`src/rtl/reg_share_arbiter.sv`:
```
// reg_share_arbiter: shares one WIDTH-bit D/Q/Qn register among four
// requesters using round-robin arbitration.
//
// A write is a three-state sequence:
//   IDLE -> GRANT   pick a winner starting from the rotating pointer
//   GRANT -> ACK    latch the owner's data into Q and pulse Ack
//                   (if the owner drops Req, abort back to IDLE instead)
//   ACK -> IDLE     advance the pointer past the owner
//
// Ports:
//   Clk, Rst_n         clock; asynchronous active-low reset
//   Req[3:0]           level requests, bit i = requester i
//   D0..D3             per-requester write data
//   Gnt[3:0]           registered one-hot grant
//   Ack[3:0]           registered one-hot write acknowledge (one-cycle pulse)
//   Q, Qn              shared register contents and their complement
//   Busy               high while not in IDLE
//   Owner[1:0]         index of the current/last grant
module reg_share_arbiter #(
  parameter int WIDTH = 8
) (
  input  logic             Clk,
  input  logic             Rst_n,
  input  logic [3:0]       Req,
  input  logic [WIDTH-1:0] D0,
  input  logic [WIDTH-1:0] D1,
  input  logic [WIDTH-1:0] D2,
  input  logic [WIDTH-1:0] D3,
  output logic [3:0]       Gnt,
  output logic [3:0]       Ack,
  output logic [WIDTH-1:0] Q,
  output logic [WIDTH-1:0] Qn,
  output logic             Busy,
  output logic [1:0]       Owner
);

  typedef enum logic [1:0] {S_IDLE, S_GRANT, S_ACK} state_e;

  state_e                state_q, state_d;
  logic [3:0]            gnt_q, gnt_d;
  logic [3:0]            ack_q, ack_d;
  logic [WIDTH-1:0]      q_q, q_d;
  logic                  busy_q, busy_d;
  logic [1:0]            owner_q, owner_d;
  logic [1:0]            ptr_q, ptr_d;

  logic [3:0][WIDTH-1:0] d_arr;
  logic [1:0]            sel;
  logic [1:0]            idx;

  assign d_arr = {D3, D2, D1, D0};

  // Round-robin pick: scan from the farthest position back toward the
  // pointer so the last match (the nearest one to ptr_q) wins.
  always_comb begin
    sel = ptr_q;
    idx = ptr_q;
    for (int k = 3; k >= 0; k--) begin
      idx = ptr_q + 2'(k);
      if (Req[idx]) sel = idx;
    end
  end

  always_comb begin
    state_d = state_q;
    gnt_d   = gnt_q;
    ack_d   = ack_q;
    q_d     = q_q;
    busy_d  = busy_q;
    owner_d = owner_q;
    ptr_d   = ptr_q;
    unique case (state_q)
      S_IDLE: begin
        if (|Req) begin
          state_d = S_GRANT;
          gnt_d   = 4'b0001 << sel;
          owner_d = sel;
          busy_d  = 1'b1;
        end
      end
      S_GRANT: begin
        if (Req[owner_q]) begin
          state_d = S_ACK;
          q_d     = d_arr[owner_q];
          ack_d   = 4'b0001 << owner_q;
        end else begin
          // Owner withdrew: no write, pointer stays so it is not penalised.
          state_d = S_IDLE;
          gnt_d   = 4'b0000;
          busy_d  = 1'b0;
        end
      end
      S_ACK: begin
        state_d = S_IDLE;
        ptr_d   = owner_q + 2'd1;
        gnt_d   = 4'b0000;
        ack_d   = 4'b0000;
        busy_d  = 1'b0;
      end
      default: begin
        state_d = S_IDLE;
        gnt_d   = 4'b0000;
        ack_d   = 4'b0000;
        busy_d  = 1'b0;
      end
    endcase
  end

  always_ff @(posedge Clk or negedge Rst_n) begin
    if (!Rst_n) begin
      state_q <= S_IDLE;
      gnt_q   <= '0;
      ack_q   <= '0;
      q_q     <= '0;
      busy_q  <= 1'b0;
      owner_q <= '0;
      ptr_q   <= '0;
    end else begin
      state_q <= state_d;
      gnt_q   <= gnt_d;
      ack_q   <= ack_d;
      q_q     <= q_d;
      busy_q  <= busy_d;
      owner_q <= owner_d;
      ptr_q   <= ptr_d;
    end
  end

  assign Gnt   = gnt_q;
  assign Ack   = ack_q;
  assign Q     = q_q;
  assign Qn    = ~q_q;
  assign Busy  = busy_q;
  assign Owner = owner_q;

endmodule

```
`config.mk`:
```
export PLATFORM = sky130hd
export DESIGN_NAME = reg_share_arbiter
export DESIGN_NICKNAME = d
export VERILOG_FILES = /design/src/rtl/reg_share_arbiter.sv
export SDC_FILE = /design/constraint.sdc
export NUM_CORES = 1
export LEC_CHECK = 0
export CORE_MARGIN = 8
export CORE_UTILIZATION = 35
export CTS_BUF_LIST = sky130_fd_sc_hd__clkbuf_2
export CTS_CLUSTER_DIAMETER = 60
export DETAILED_ROUTE_END_ITERATION = 8
export HOLD_SLACK_MARGIN = 0.02
export PLACE_DENSITY = 0.82
export SLEW_MARGIN = 20
export SYNTH_ARGS = -nofsm -noshare
export SYNTH_HDL_FRONTEND = slang
export SYNTH_SLANG_ARGS = --single-unit
```
`constraint.sdc`:
```
create_clock -name Clk -period 2.2 [get_ports Clk]
set_clock_uncertainty 0.05 [all_clocks]
set_input_delay 0.66 -clock Clk [delete_from_list [all_inputs] [get_ports Clk]]
set_output_delay 0.66 -clock Clk [all_outputs]
set_load 0.02 [all_outputs]
```
==> results of run 1 <==
==> what timing repair did <==
| item | 4_1_cts | 5_1_grt |
|---|---|---|
| setup endpoints to repair | 0 | 10 |
| buffers inserted | 0 | 1 |
| resized for setup | 0 | 9 |
==> layer usage <==
layer,routed length [um],up-vias,track usage [%]
li1,-,521,-
met1,1430,533,13.5
met2,1930,36,23.6
met3,221,4,4.13
met4,36,0,4.81
met5,0,-,0
==> sequential cells by signal, summed over array words and instances (netlist names) <==
name     flops
Owner        2
ptr_q        2
Gnt          4
Q            8
state_q      2
Ack          4
Busy         1
==> how the worst max path moves through the flow <==
stage	to	slack (ns)	cells past startpoint
2_1_floorplan	Q[0]	0.34	4
3_3_place_gp	Owner[1]	-0.20	7
3_5_place_dp	Owner[1]	-0.23	7
4_1_cts	Owner[1]	0.02	1
5_1_grt	Q[4]	0.003	1
6_report	Owner[1]	0.07	1
==> kinds of logic (layout without fill, tap and decap cells) <==
group | Yosys count | after routing | share of synthesized area (%)
mux | 23 | 23 | 27.7
flops | 23 | 23 | 44.8
compound gates | 13 | 13 | 7.60
simple gates | 23 | 23 | 10.3
buf+inv | 16 | 95 | 5.65
fa+ha+maj | 4 | 4 | 3.90
==> cell usage in the layout, fill, tap and decap left out <==
cell type,count
nor4_1,1
mux4_2,9
nand2_1,5
nand2b_1,4
dfrtp_1,23
a22o_1,2
or3_2,1
nor2_1,6
a21o_1,1
clkdlybuf4s50_1,55
o21ai_0,4
nand3b_2,1
nor2b_1,1
clkbuf_2,3
inv_1,13
a32o_1,1
and2b_2,1
a31oi_1,1
a21o_2,1
ha_1,4
mux2i_1,4
buf_12,1
and4_1,1
o2bb2ai_1,1
o2111ai_1,1
nand4_1,1
a211o_2,1
buf_4,13
nand2_4,1
dlymetal6s2s_1,9
clkinv_2,1
mux2_2,10
==> through the flow <==
| stage | hold slack (ns) | setup WS [ns] | setup TNS [ns] |
|---|---|---|---|
| 4_1_cts | 0.473 | 0.0230 | 0 |
| 3_3_place_gp | 0.419 | -0.199 | -2.38 |
| 6_report | 0.469 | 0.0681 | 0 |
| 2_1_floorplan | 0.314 | 0.343 | 0 |
| 5_1_grt | 0.496 | 0.00288 | 0 |
| 3_5_place_dp | 0.426 | -0.226 | -3.13 |
==> cell type report <==
| type | instances | share of cell area (%) |
|---|---|---|
| flip-flops and latches | 23 | 27.1 |
| multi-input cells | 63 | 30.0 |
| well taps | 48 | 2.83 |
| inverters | 13 | 2.30 |
| repair buffers | 78 | 36.8 |
| clock buffers | 3 | 0.708 |
| clock inverters | 1 | 0.236 |
==> power by group through the flow <==
stage | logic, W | clock network [W] | registers (W)
finish | 0.00184 | 0.000173 | 0.000790
detailed placement | 0.00187 | 0 | 0.000806
global route | 0.00200 | 0.000199 | 0.000824
floorplan | 0.000835 | 0 | 0.000975
CTS | 0.00188 | 0.000178 | 0.000796
global placement | 0.00182 | 0 | 0.000793
==> results.toml, run 1 <==
[outcome]
status = "finished clean"

[critical_path]
endpoint_kind = "output port"
critPathMaxStageDelay_ns = 0.63
cp_max_fo = 3
critPathRequiredTime_ns = 1.49
crit_path_start = "Owner[1]"
crit_path_start_kind = "register"
crit_family = "buffers and inverters"
path_buf_inv = 1
r2r_cells = 5
worst-setup-path-type = "register to output port"
crit_chain = "clkdlybuf4s50_1"
rr_endpoint = "Q[5]"
cp_slowest_cell = "clkdlybuf4s50_1"
cp.arrival_ns = 1.42
r2r_setup_slack_ns = 0.35
worstReg2RegStart = "Owner[1]"

[floorplan]
core-area_um2 = 3610
num_rows = 22
die_y_um = 76.6
dieArea_um2 = 5860
ios = 65
start_util_pct = 35.6
chipWidth_um = 76.6

[synthesis]
async_flop_share_pct = 100
syn_inst = 102
synthFlopType = "dfrtp_1"
synthTopCellsByArea = "dfrtp_1 45%, mux4_2 16%, mux2_2 8.8%, ha_1 3.9%, inv_1 3.8%"
yosysWarningCount = 0
syn_area_um2 = 1280
syn-num-nets = 144
ys_seq_area_share_pct = 44.8
syn_avg_cell_area_um2 = 12.6
yosysUniqueCellTypes = 29
synth.most_common_cell = "dfrtp_1"
yosysTopAreaCellShare_pct = 44.8
synth_edf_count = 0
synth-seq-cells = 23
synth_area_leader_cell = "dfrtp_1"
netlist_top_cells_count = "23 x dfrtp_1, 13 x inv_1, 10 x mux2_2"

[clock_tree]
ctsHoldBuffers = 0
clkLatencyLatePin_ns = 0.34
root_buffer = "clkbuf_2"
cts_tree = "yes"
htreeDepth = 1
cts_buffers = 3
clockBufferDepth = 2
path_clk_slew_ns = 0.22
clock_sinks = 23

[timing]
rsz0062_at_grt = "no"
worst_slew_pin_slew_ns = 0.347
maxSlewViolCount = 0
setup_viol = 0
hold_violations = 0
min_period_ns = 2.13
clock.fmax_ghz = 0.469
maxSlewHeadroom_pct = 76.6
min_period_over_period_pct = 96.9

[power]
internal_power_w = 0.00166
power_w = 0.00280
comb_power_share_pct = 65.7
leakage_nw = 1.03
power_density_nw_per_um2 = 1320
sw_frac_of_total_pct = 40.7
p_seq_share_pct = 28.2
p_sw_w = 0.00114
clkPwrFrac_pct = 6.2
ir_drop_mv = 0.634

[worst_hold_path]
worstHoldStart = "Busy"
min_to = "Busy"
min_path_type = "register to register"
hold_path_depth = 1

[routing]
dr.pass1.iters = 4
wl_mm = 3.61
dr_total_vias = 1094
drcViolationCount = 0
wl_per_cell_um = 15.8
via_per_inst = 4.78
ant_nets = 0
first_iter_violations = 20

[place]
port-buffer-count = 64
placed_cell_area_um2 = 2070
place.gp.congestion = 0.788
dp_cells = 224
place_hpwl_mm = 3.06

[run]
cap_violations = 0

[grt]
overflow = 0
grt_pass1_wl_mm = 6.27
track_usage_pct = 12.9
antenna_found_initial = 0
grt_max_degree = 24
grt_pass1_vias = 1289

[layout]
num-nets-final = 224
regArea_um2 = 576
final_cell_area_um2 = 2120
final_util_pct = 58.8
layout.cells.non_filler = 229
area_delta_synth_final_pct = 65.2
fillCellCount = 297
multi_input_area_um2 = 636
diodes = 0
drive_above_1_share_pct = 23.8
(Power assumes the default switching activity.)
==> run 2: changes to the inputs <==
- CORE_UTILIZATION: 35 -> 41
- PLACE_DENSITY: 0.82 -> 0.92
- TNS_END_PERCENT: default -> 10
==> run 2 against run 1 <==
  * Die area down 12%
  * Non-clock buffer count down 4
  * Worst hold slack better by 0.0038 ns
  * First-iteration DRC count up 40%
  * Worst setup slack worse by 0.029 ns
  * Cell area down 2.3%
  * Via count up 1.5%
  * Sequential share of layout area up 0.70 points
  * Cell count down 3.5%
  * Clock-buffer cell count up 1
==> results.toml, run 2 (synthesis results as in run 1) <==
[outcome]
status = "finished clean"

[critical_path]
rr_endpoint = "Q[5]"
worstReg2RegStart = "Owner[1]"
critPathRequiredTime_ns = 2.39
crit_chain = "clkdlybuf4s50_1 -> buf_4 -> or3_2 -> o2111ai_1 -> nand2_1 -> mux2_2"
r2r_setup_slack_ns = 0.44
cp.depth = 6
r2r_cells = 3
cp.arrival_ns = 2.35
crit_path_start_kind = "primary input"
crit_path_start = "Req[3]"
cp_slowest_cell = "or3_2"
endpoint_kind = "register"
crit_family = "simple AND/OR/NAND/NOR gates"
cp_max_fo = 5
path_buf_inv = 2
worst-setup-path-type = "primary input to register"
critPathMaxStageDelay_ns = 0.46

[worst_hold_path]
hold_path_depth = 1
min_path_type = "register to register"
worstHoldStart = "Busy"
min_to = "Busy"

[timing]
fin_setup_tns_ns = 0
clock.fmax_ghz = 0.463
fin_hold_ws_ns = 0.473
hold_violations = 0
min_period_ns = 2.16
worst_slew_pin_slew_ns = 0.355
maxSlewViolCount = 0
min_period_over_period_pct = 98.2
rsz0062_at_grt = "no"
maxSlewHeadroom_pct = 76.1
setup_viol = 0

[place]
dp_cells = 217
port-buffer-count = 64
place_hpwl_mm = 2.94
placed_cell_area_um2 = 2030
place.gp.congestion = 0.957

[clock_tree]
htreeDepth = 1
path_clk_slew_ns = 0.21
clkLatencyLatePin_ns = 0.32
cts-resized-gates = 0
cts_tree = "yes"
post_cts_buffers = 0
clockBufferDepth = 2
cts_buffers = 3
clock_sinks = 23
root_buffer = "clkbuf_2"
ctsHoldBuffers = 0

[floorplan]
chipWidth_um = 72.0
die_y_um = 72.0
ios = 65
num_rows = 20
start_util_pct = 42.4
dieArea_um2 = 5180
core-area_um2 = 3030

[layout]
area_delta_synth_final_pct = 61.4
layout.cells.non_filler = 221
final_cell_mix = "56 x clkdlybuf4s50_1, 22 x dfrtp_1, 13 x inv_1"
final_cell_area_um2 = 2070
multi_input_area_um2 = 636
final_common_cell = "clkdlybuf4s50_1"
diodes = 0
drive_above_1_share_pct = 22.6
regArea_um2 = 577
fillCellCount = 226
largest_reg_flops = 8
num-nets-final = 220
final_util_pct = 68.4

[routing]
ant_nets = 0
wl_mm = 3.52
dr_total_vias = 1110
dr.pass1.iters = 4
via_per_inst = 5.02
drcViolationCount = 0
first_iter_violations = 28
wl_per_cell_um = 15.9

[grt]
overflow = 0
grt_pass1_vias = 1235
grt_max_degree = 24
track_usage_pct = 14.4
grt_pass1_wl_mm = 5.98
antenna_found_initial = 0

[run]
cap_violations = 0

[power]
ir_drop_mv = 0.747
power_density_nw_per_um2 = 1320
leakage_nw = 0.990
-- run 2: changes by cell type in the layout (fill, tap and decap cells not counted), sizes merged --
cell | previous run | this run
buf | 14 | 10
clkbuf | 3 | 4
clkdlybuf4s50 | 55 | 56
clkinv | 1 | 0
dlymetal6s2s | 9 | 8
-- run 2: how the worst max path moves through the flow --
stage,end,slack (ns)
floorplan,Q[0],0.34
global placement,Q[6],-0.23
detailed placement,Owner[1],-0.30
CTS,Owner[0],0.04
global route,Owner[1],0.00007
finish,Owner[1],0.04
-- run 2: report_power, final --
part	total, W	switching, W	internal [W]
clock network	0.000171	0.000122	0.0000481
logic	0.00176	0.000829	0.000936
registers	0.000801	0.000174	0.000627
total	0.00274	0.00113	0.00161
-- run 2: metal layers --
| layer | share of wire, % | vias up | global-route usage, % |
|---|---|---|---|
| li1 | - | 515 | - |
| met1 | 40 | 550 | 15.3 |
| met2 | 52 | 43 | 26.1 |
| met3 | 6.8 | 2 | 4.27 |
| met4 | 1.0 | 0 | 5.44 |
| met5 | 0 | - | 0 |
-- run 2: layout make-up --
class | instances | area share (%)
inverter | 13 | 2.36
multi-input combinational | 63 | 30.7
tap | 44 | 2.66
timing repair buffer | 74 | 35.5
sequential | 23 | 27.8
clock buffer | 4 | 0.966
-- run 2: metrics by stage --
| stage | setup slack (ns) | total power (W) |
|---|---|---|
| 6_report | 0.0387 | 0.00274 |
| 2_1_floorplan | 0.343 | 0.00181 |
| 3_3_place_gp | -0.235 | 0.00254 |
| 3_5_place_dp | -0.299 | 0.00261 |
| 4_1_cts | 0.0430 | 0.00278 |
| 5_1_grt | 0.0000701 | 0.00293 |
-- run 2: worst reg2reg max path, stage by stage (launching register included) --
cell and delay, ns:
dfrtp_1 0.45, mux4_2 0.54, nand3b_2 0.26, mux2_2 0.38
